$ cat config.mk
export PLATFORM = sky130hd
export DESIGN_NAME = jt12_ch_wr_flat
export DESIGN_NICKNAME = d
export VERILOG_FILES = /design/src/rtl/jt12_ch_wr_pkg.sv /design/src/rtl/jt12_ch_wr_if.sv /design/src/rtl/jt12_ch_wr_busy.sv /design/src/rtl/jt12_ch_wr.sv /design/src/flat_wrapper.sv
export SDC_FILE = /design/constraint.sdc
export NUM_CORES = 1
export LEC_CHECK = 0
export ABC_AREA = 1
export BUFFER_PORTS_ARGS = -buffer_cell sky130_fd_sc_hd__buf_4
export CAP_MARGIN = 15
export CORE_MARGIN = 2
export CORE_UTILIZATION = 40
export DETAILED_ROUTE_END_ITERATION = 12
export HOLD_SLACK_MARGIN = 0.12
export PLACE_DENSITY = 0.73
export RECOVER_POWER = 25
export SLEW_MARGIN = 10
export SYNTH_ARGS = -nofsm -noshare
export SYNTH_HDL_FRONTEND = slang
export SYNTH_SLANG_ARGS = --single-unit
$ cat constraint.sdc
create_clock -name clk -period 1.2 [get_ports clk]
set_input_delay 0.36 -clock clk [delete_from_list [all_inputs] [get_ports clk]]
set_output_delay 0.36 -clock clk [all_outputs]
set_load 0.02 [all_outputs]
$ cat src/rtl/jt12_ch_wr_pkg.sv
// Shared jt12 register-map constants and the channel-write request decode.
package jt12_ch_wr_pkg;

  localparam logic [7:0] REG_A0    = 8'hA0;
  localparam logic [7:0] REG_A4    = 8'hA4;
  localparam logic [7:0] REG_B0    = 8'hB0;
  localparam logic [7:0] REG_B4    = 8'hB4;
  localparam logic [4:0] BUSY_LOAD = 5'd31;

  typedef enum logic [1:0] {
    REQ_NONE,
    REQ_FNUMLO,
    REQ_ALG,
    REQ_PMS
  } req_e;

  // Each register group spans four addresses; the low two bits select the channel.
  function automatic req_e decode_req(input logic [7:0] a);
    if (a[7:2] == REG_A0[7:2]) return REQ_FNUMLO;
    if (a[7:2] == REG_B0[7:2]) return REQ_ALG;
    if (a[7:2] == REG_B4[7:2]) return REQ_PMS;
    return REQ_NONE;
  endfunction

endpackage

$ cat src/rtl/jt12_ch_wr_if.sv
// CPU write bus into the jt12 channel register block.
interface jt12_ch_wr_if;
  logic       cs_n;
  logic       wr_n;
  logic [1:0] addr;
  logic [7:0] din;
  logic [7:0] dout;

  modport master (output cs_n, wr_n, addr, din, input dout);
  modport slave  (input cs_n, wr_n, addr, din, output dout);
endinterface

$ cat src/rtl/jt12_ch_wr_busy.sv
// Busy flag with a preloadable down-counter clocked by the chip enable.
module jt12_busy_cnt
  import jt12_ch_wr_pkg::*;
(
  input  logic rst,
  input  logic clk,
  input  logic cen,
  input  logic load,
  output logic busy
);

  logic [4:0] cnt;

  // A load wins over a coincident decrement; busy drops on the cen that finds cnt at zero.
  always_ff @(posedge clk or posedge rst) begin
    if (rst) begin
      cnt  <= '0;
      busy <= 1'b0;
    end else if (load) begin
      cnt  <= BUSY_LOAD;
      busy <= 1'b1;
    end else if (cen && busy) begin
      if (cnt == '0) busy <= 1'b0;
      else           cnt  <= cnt - 5'd1;
    end
  end

endmodule

$ cat src/rtl/jt12_ch_wr.sv
// Channel register write path: CPU write detect, address latch, request decode
// and cen-aligned one-clock update strobes.
module jt12_ch_wr
  import jt12_ch_wr_pkg::*;
#(
  parameter int NUM_CH = 6
) (
  input  logic            rst,
  input  logic            clk,
  input  logic            cen,
  jt12_ch_wr_if.slave     bus,
  output logic [2:0]      up_ch,
  output logic [5:0]      latch_fnum,
  output logic            up_fnumlo,
  output logic            up_alg,
  output logic            up_pms,
  output logic [7:0]      din_q
);

  localparam bit THREE_CH = (NUM_CH == 3);

  logic       wr_q;
  logic [7:0] addr_q;
  logic       part_q;
  logic [2:0] pend_ch;
  logic       busy;
  logic       write, addr_wr, data_wr, target_ok;
  req_e       state_q, state_d, issue;

  assign write     = !bus.cs_n && !bus.wr_n && wr_q;
  assign addr_wr   = write && !bus.addr[0];
  assign data_wr   = write &&  bus.addr[0];
  assign target_ok = (addr_q[1:0] != 2'd3) && !(THREE_CH && part_q);
  assign bus.dout  = {busy, 7'b0};

  // A data write always overrides the pending request, even when it decodes to nothing.
  always_comb begin
    state_d = state_q;
    issue   = REQ_NONE;
    if (data_wr) begin
      state_d = target_ok ? decode_req(addr_q) : REQ_NONE;
    end else if (cen && state_q != REQ_NONE) begin
      issue   = state_q;
      state_d = REQ_NONE;
    end
  end

  always_ff @(posedge clk or posedge rst) begin
    if (rst) begin
      wr_q       <= 1'b1;
      addr_q     <= '0;
      part_q     <= 1'b0;
      din_q      <= '0;
      latch_fnum <= '0;
      pend_ch    <= '0;
      up_ch      <= '0;
      state_q    <= REQ_NONE;
      up_fnumlo  <= 1'b0;
      up_alg     <= 1'b0;
      up_pms     <= 1'b0;
    end else begin
      wr_q      <= bus.wr_n;
      state_q   <= state_d;
      up_fnumlo <= (issue == REQ_FNUMLO);
      up_alg    <= (issue == REQ_ALG);
      up_pms    <= (issue == REQ_PMS);
      if (addr_wr) begin
        addr_q <= bus.din;
        part_q <= bus.addr[1];
      end
      if (data_wr) begin
        din_q   <= bus.din;
        pend_ch <= {part_q, addr_q[1:0]};
        if (target_ok && addr_q[7:2] == REG_A4[7:2])
          latch_fnum <= bus.din[5:0];
      end
      if (issue != REQ_NONE) up_ch <= pend_ch;
    end
  end

  jt12_busy_cnt u_busy (
    .rst  (rst),
    .clk  (clk),
    .cen  (cen),
    .load (data_wr),
    .busy (busy)
  );

endmodule

$ cat src/flat_wrapper.sv
// flat-port wrapper written by rule: the top's interface ports become plain ports
module jt12_ch_wr_flat import jt12_ch_wr_pkg::*;
#(
  parameter int NUM_CH = 6
)
  (rst, clk, cen, up_ch, latch_fnum, up_fnumlo, up_alg, up_pms, din_q, bus_cs_n, bus_wr_n, bus_addr, bus_din, bus_dout);
  jt12_ch_wr_if bus_i ();
  input  logic rst;
  input  logic clk;
  input  logic cen;
  output logic [2:0] up_ch;
  output logic [5:0] latch_fnum;
  output logic up_fnumlo;
  output logic up_alg;
  output logic up_pms;
  output logic [7:0] din_q;
  input wire logic [$bits(bus_i.cs_n)-1:0] bus_cs_n;
  input wire logic [$bits(bus_i.wr_n)-1:0] bus_wr_n;
  input wire logic [$bits(bus_i.addr)-1:0] bus_addr;
  input wire logic [$bits(bus_i.din)-1:0] bus_din;
  output wire logic [$bits(bus_i.dout)-1:0] bus_dout;
  assign bus_i.cs_n = bus_cs_n;
  assign bus_i.wr_n = bus_wr_n;
  assign bus_i.addr = bus_addr;
  assign bus_i.din = bus_din;
  assign bus_dout = bus_i.dout;
  jt12_ch_wr #(.NUM_CH(NUM_CH)) u_core (.rst(rst), .clk(clk), .cen(cen), .bus(bus_i), .up_ch(up_ch), .latch_fnum(latch_fnum), .up_fnumlo(up_fnumlo), .up_alg(up_alg), .up_pms(up_pms), .din_q(din_q));
endmodule
# --- Word-level counts from Yosys, hierarchy flattened ---
# Index checks and enable logic that the tools add are counted.
classes:
  n_addsub: 1
  n_eq_ne: 9
  muxes: 26
  reduce_logical: 19
op_table:
  columns: ["operator", "n"]
  rows:
  - ["6-bit equality test, second input constant", 4]
  - ["2-bit two-way mux", 11]
  - ["5-bit two-way mux", 3]
  - ["1-bit two-way mux", 12]
  - ["2-bit nonzero test", 5]
  - ["1-bit logical AND", 7]
  - ["2-bit AND reduction", 3]
  - ["5-bit zero test", 1]
  - ["5-bit by 1-bit subtractor with 5-bit output, second input constant", 1]
  - ["2-bit equality test, second input constant", 2]
  - ["1-bit zero test", 3]
  - ["2-bit by 1-bit equality test with 1-bit output, second input constant", 1]
  - ["2-bit by 1-bit inequality test with 1-bit output, second input constant", 1]
  - ["2-bit inequality test, second input constant", 1]
totals:
  ff_bits: 41
  in_bits: 15
  out_inout_bits: 28
  wordCells: 68

# --- Logic depth before layout (Yosys ltp) ---
logic_depth:
  word_depth: 15
  depth_mapped: 7

# --- Hierarchy ---
# Synthesis repeated with hierarchy kept, for this count alone.
unflattened:
  cells_unflattened: 212
  hier_area_um2: 1934.4
by_module_without_submodules:
  columns: ["module", "n_inst", "cells_per_inst", "area_each_um2"]
  rows:
  - ["jt12_ch_wr", 1, 166, 1592.8]
  - ["jt12_busy_cnt", 1, 46, 341.6]

# --- Worst setup path before layout ---
# Ideal clock, no wire load.
synth_timing:
  kind: "reg-to-reg"
  start: "register u_core.u_busy.cnt[0]"
  end: "register u_core.u_busy.cnt[2]"
  setup_ns: 0.116
  arrival_ns: 1.069
  setup_slack_ns: 0.014
  stages_incl_launch_ff: 8
  n_path_buf: 0
  path_cell_list: "dfrtp_1 inv_1 ha_1 nand3b_1 nand2_1 nand2_1 nand2_1 nand2_1"
synth_between:
  elab_chain_cells: 4
  elab_cells_between_ends: 7
synth_lines:
  columns: ["item", "line_no", "source"]
  rows:
  - ["from (decl)", "jt12_ch_wr_busy.sv:12", "logic [4:0] cnt;"]
  - ["from (signal assigned)", "jt12_ch_wr_busy.sv:24", "else cnt <= cnt - 5'd1;"]
  - ["5-bit by 1-bit subtractor with 5-bit output", "jt12_ch_wr_busy.sv:24", null]
  - ["5-bit two-way mux", "jt12_ch_wr_busy.sv:23", "if (cnt == '0) busy <= 1'b0;"]
  - ["5-bit two-way mux", "jt12_ch_wr_busy.sv:22", "end else if (cen && busy) begin"]
  - ["5-bit two-way mux", "jt12_ch_wr_busy.sv:19", "end else if (load) begin"]
# Several ways; a longest one is shown, not always the timed one. The select of a mux whose other input is x is not followed.
# A chain may end at the register's enable or synchronous reset.

# --- Worst setup path in the final report ---
layout_timing:
  start: "register u_core.wr_q"
  end: "register u_core.latch_fnum[2]"
layout_between:
  elab_chain_cells: 3
layout_lines:
  columns: ["item", "line_no", "source"]
  rows:
  - ["from (decl)", "jt12_ch_wr.sv:22", "logic wr_q;"]
  - ["from (signal assigned)", "jt12_ch_wr.sv:62", "wr_q <= bus.wr_n;"]
  - ["1-bit logical AND", "jt12_ch_wr.sv:30", "assign write = !bus.cs_n && !bus.wr_n && wr_q;"]
  - ["1-bit logical AND", "jt12_ch_wr.sv:32", "assign data_wr = write && bus.addr[0];"]
  - ["2-bit AND reduction (no source line)", null, null]
  - ["to (signal assigned)", "jt12_ch_wr.sv:75", "latch_fnum <= bus.din[5:0];"]
  - ["to (decl)", "jt12_ch_wr.sv:13", "output logic [5:0] latch_fnum,"]
# Every way passes these cells.

==> results.ini <==
[detailed_routing]
drcViolationCount=0
routed_wl_um=4200
wl_met2_um=2080
wl_met1_um=1820
via_per_inst=4.74
wl_per_cell_um=12.5
drtAntennaViolNets=0
drt_pre_antenna_iters=4
wl_met3_um=247
num_vias=1599
drtIter0Drc=66
top_layer=met4

[clock_tree]
clock_latency_ns=0.29
cts_made_buffers=5
cts_max_level=2
clockBufferDepth=2
clk_pin_slew_ns=0.07
clkSinkCount=41
tritoncts=done
cts_root_buf=clkbuf_8

[floorplanning]
dieWidth_um=72.1
io_pins=43
row_count=24
core_um2=4410
die_h_um=72.1
initial_core_util_pct=42.0
die-area_um2=5200

[yosys]
synth_ff_type=dfrtp_1
syn_avg_cell_area_um2=8.79
yosysTopAreaCell=dfrtp_1
synth_seq_cells=41
yosys.cell_count.top_type=nand2_1
synth_edf_count=0
synthCells=211
synth_cell_types=24
ys_seq_area_share_pct=55.4
synth_area_leaders=dfrtp_1 54%, nand2_1 12%, inv_1 5.5%, nand3_1 5.4%, o21ai_0 3.5%
synthTopCellsByCount=60 x nand2_1, 40 x dfrtp_1, 27 x inv_1
synth_top_cell_area_share_pct=53.9
ys_warn_count=0
syn_area_um2=1860
async_flop_share_pct=100

[layout]
num_antenna_cells=0
nets=300
drive_above_1_share_pct=38.9
final_cell_area_um2=2690
fillers=416
area_growth_pct=44.7
fin_cells=337

[power_and_ir_drop]
power_frac_comb_pct=37.1
power.share.clock_pct=19.7
totalPowerFinal_uw=4350
p_seq_share_pct=43.2
sw_frac_of_total_pct=33.6
irDropWorstVdd_mv=1.01
power.leakage_uw=0.00146
power_density_nw_per_um2=1620
p_int_uw=2890
power.net_switching_uw=1460

[min_path]
hold_depth=1
holdPathEnd=u_core.wr_q$_DFF_PP1_
min_from=bus_wr_n
hp-class=input pin to flip-flop

[worst_setup_path]
cp.arrival_ns=1.45
startpoint_type=flip-flop
timing.rr.start=u_core.wr_q$_DFF_PP1_
path_max_fanout=4
critPathRequiredTime_ns=1.43
reg2reg_to=u_core.latch_fnum[2]$_DFFE_PP0P_
end_kind=flip-flop
critPathTopFamily=flip-flops
slowest_delay_ns=0.57
r2r_cells=5
path_cells=nand3_4 -> nor2_4 -> buf_6 -> nand3_1 -> nand2_2
crit_slowest_cell=dfstp_2
r2r_slack_ns=-0.02
cp_num_buf_inv=1
path_class=flip-flop to flip-flop

[grt]
grt_pass1_vias=1562
grt_max_degree=25
antenna_found_initial=0
grt_first_pass_wirelength_um=6830
grt_usage_pct=16.8
grt_overflow=0

[outcome]
status=finished, violations left
violations=setup timing

[timing]
fin_skew_ns=0.00555
final-setup-viol-count=3
fmax_mhz=823
post-route-period-util_pct=101
finalCriticalPeriod_ns=1.22
setup_ws_ns=-0.0150
finalSetupTns_ns=-0.0333
hold_viol=0
rsz0062_at_grt=true
finalMaxSlewViolations=0

[place]
placed_area_um2=2280
place_inst=310
gp_congestion=0.804
dp_hpwl_um=2790
io_buffers=35

[run]
drv_cap=0

[cells by family (layout without fill, tap and decap cells)]
family	Yosys count	after routing	synth area share [%]
flops	41	41	55.4
compound gates	25	25	7.35
buf+inv	41	108	11.6
fa+ha+maj	1	1	0.674
simple gates	102	103	24.8
other cells	1	7	0.202
[metal layers]
metal  vias up  GRT usage, %
met1       750          21.0
met5         -             0
li1        794             -
met4         0          5.03
met2        46          27.5
met3         9          5.97
[power by group through the flow]
stage / clock [µW] / combinational (µW) / sequential (µW)
after CTS: 891 / 1450 / 1860
after detailed placement: 0 / 1250 / 1870
after global routing: 933 / 1810 / 1910
final: 859 / 1610 / 1880
after floorplan: 0 / 641 / 1970
after global placement: 0 / 1210 / 1860
[layout by cell type, fill, tap and decap left out]
cell type,instances
a21oi_1,1
a21oi_2,2
buf_12,3
buf_4,43
buf_6,22
clkbuf_1,3
clkbuf_2,1
clkbuf_8,5
clkinv_2,2
clkinvlp_4,1
conb_1,7
dfrtp_1,40
dfstp_2,1
dlygate4sd3_1,1
ha_4,1
inv_1,24
inv_2,3
nand2_1,47
nand2_2,13
nand2_4,1
nand3_1,17
nand3_2,3
nand3_4,1
nand3b_1,1
nand3b_4,2
nand4_1,3
nor2_1,10
nor2_2,1
nor2_4,4
o21ai_0,12
o21ai_1,8
o21ai_2,2
[sequential cells by signal (all words and copies together), names as in the netlist, 2 cells and up]
signal	flops
u_core.u_busy.cnt	5
u_core.pend_ch	3
u_core.addr_q	8
u_core.din_q	8
u_core.state_q	2
u_core.up_ch	3
u_core.latch_fnum	6
[what timing repair did]
item                                   in CTS  in global routing
endpoints found under the hold margin      10                  0
cloned                                      0                  1
setup endpoints to repair                  40                 49
hold buffers                                1                  0
setup buffers                               5                 12
gates resized for setup                    24                 26
pin swaps                                   1                 10
[worst max-delay path by stage]
stage,startpoint,to,cells after the start
2_1_floorplan,u_core.u_busy.cnt[0]$_DFFE_PP0P_,u_core.u_busy.cnt[2]$_DFFE_PP0P_,7
3_3_place_gp,bus_cs_n,u_core.part_q$_DFFE_PP0P_,6
3_5_place_dp,bus_cs_n,u_core.up_ch[1]$_DFFE_PP0P_,6
4_1_cts,u_core.din_q[3]$_DFFE_PP0P_,din_q[3],1
5_1_grt,u_core.u_busy.cnt[0]$_DFFE_PP0P_,u_core.u_busy.cnt[1]$_DFFE_PP0P_,7
6_report,u_core.wr_q$_DFF_PP1_,u_core.latch_fnum[2]$_DFFE_PP0P_,5
[area by class of cell]
| class | instances | area, µm² | area share, % |
|---|---|---|---|
| Timing Repair Buffer | 72 | 653 | 24.3 |
| Inverter | 28 | 109 | 4.05 |
| Tap cell | 52 | 65.1 | 2.42 |
| Multi-Input combinational cell | 136 | 748 | 27.9 |
| Clock buffer | 6 | 72.6 | 2.70 |
| Clock inverter | 2 | 10.0 | 0.373 |
| Sequential cell | 41 | 1030 | 38.3 |
[stage by stage]
step	utilization, %	setup WS [ns]	hold WS, ns
floorplan	-	0.0143	0.345
global placement	51.6	-0.0938	0.347
detailed placement	51.6	-0.126	0.349
CTS	56.8	-0.00777	0.175
global route	60.8	-0.120	0.180
finish	60.8	-0.0150	0.188
No activity file was read; power rests on OpenSTA's default activity.
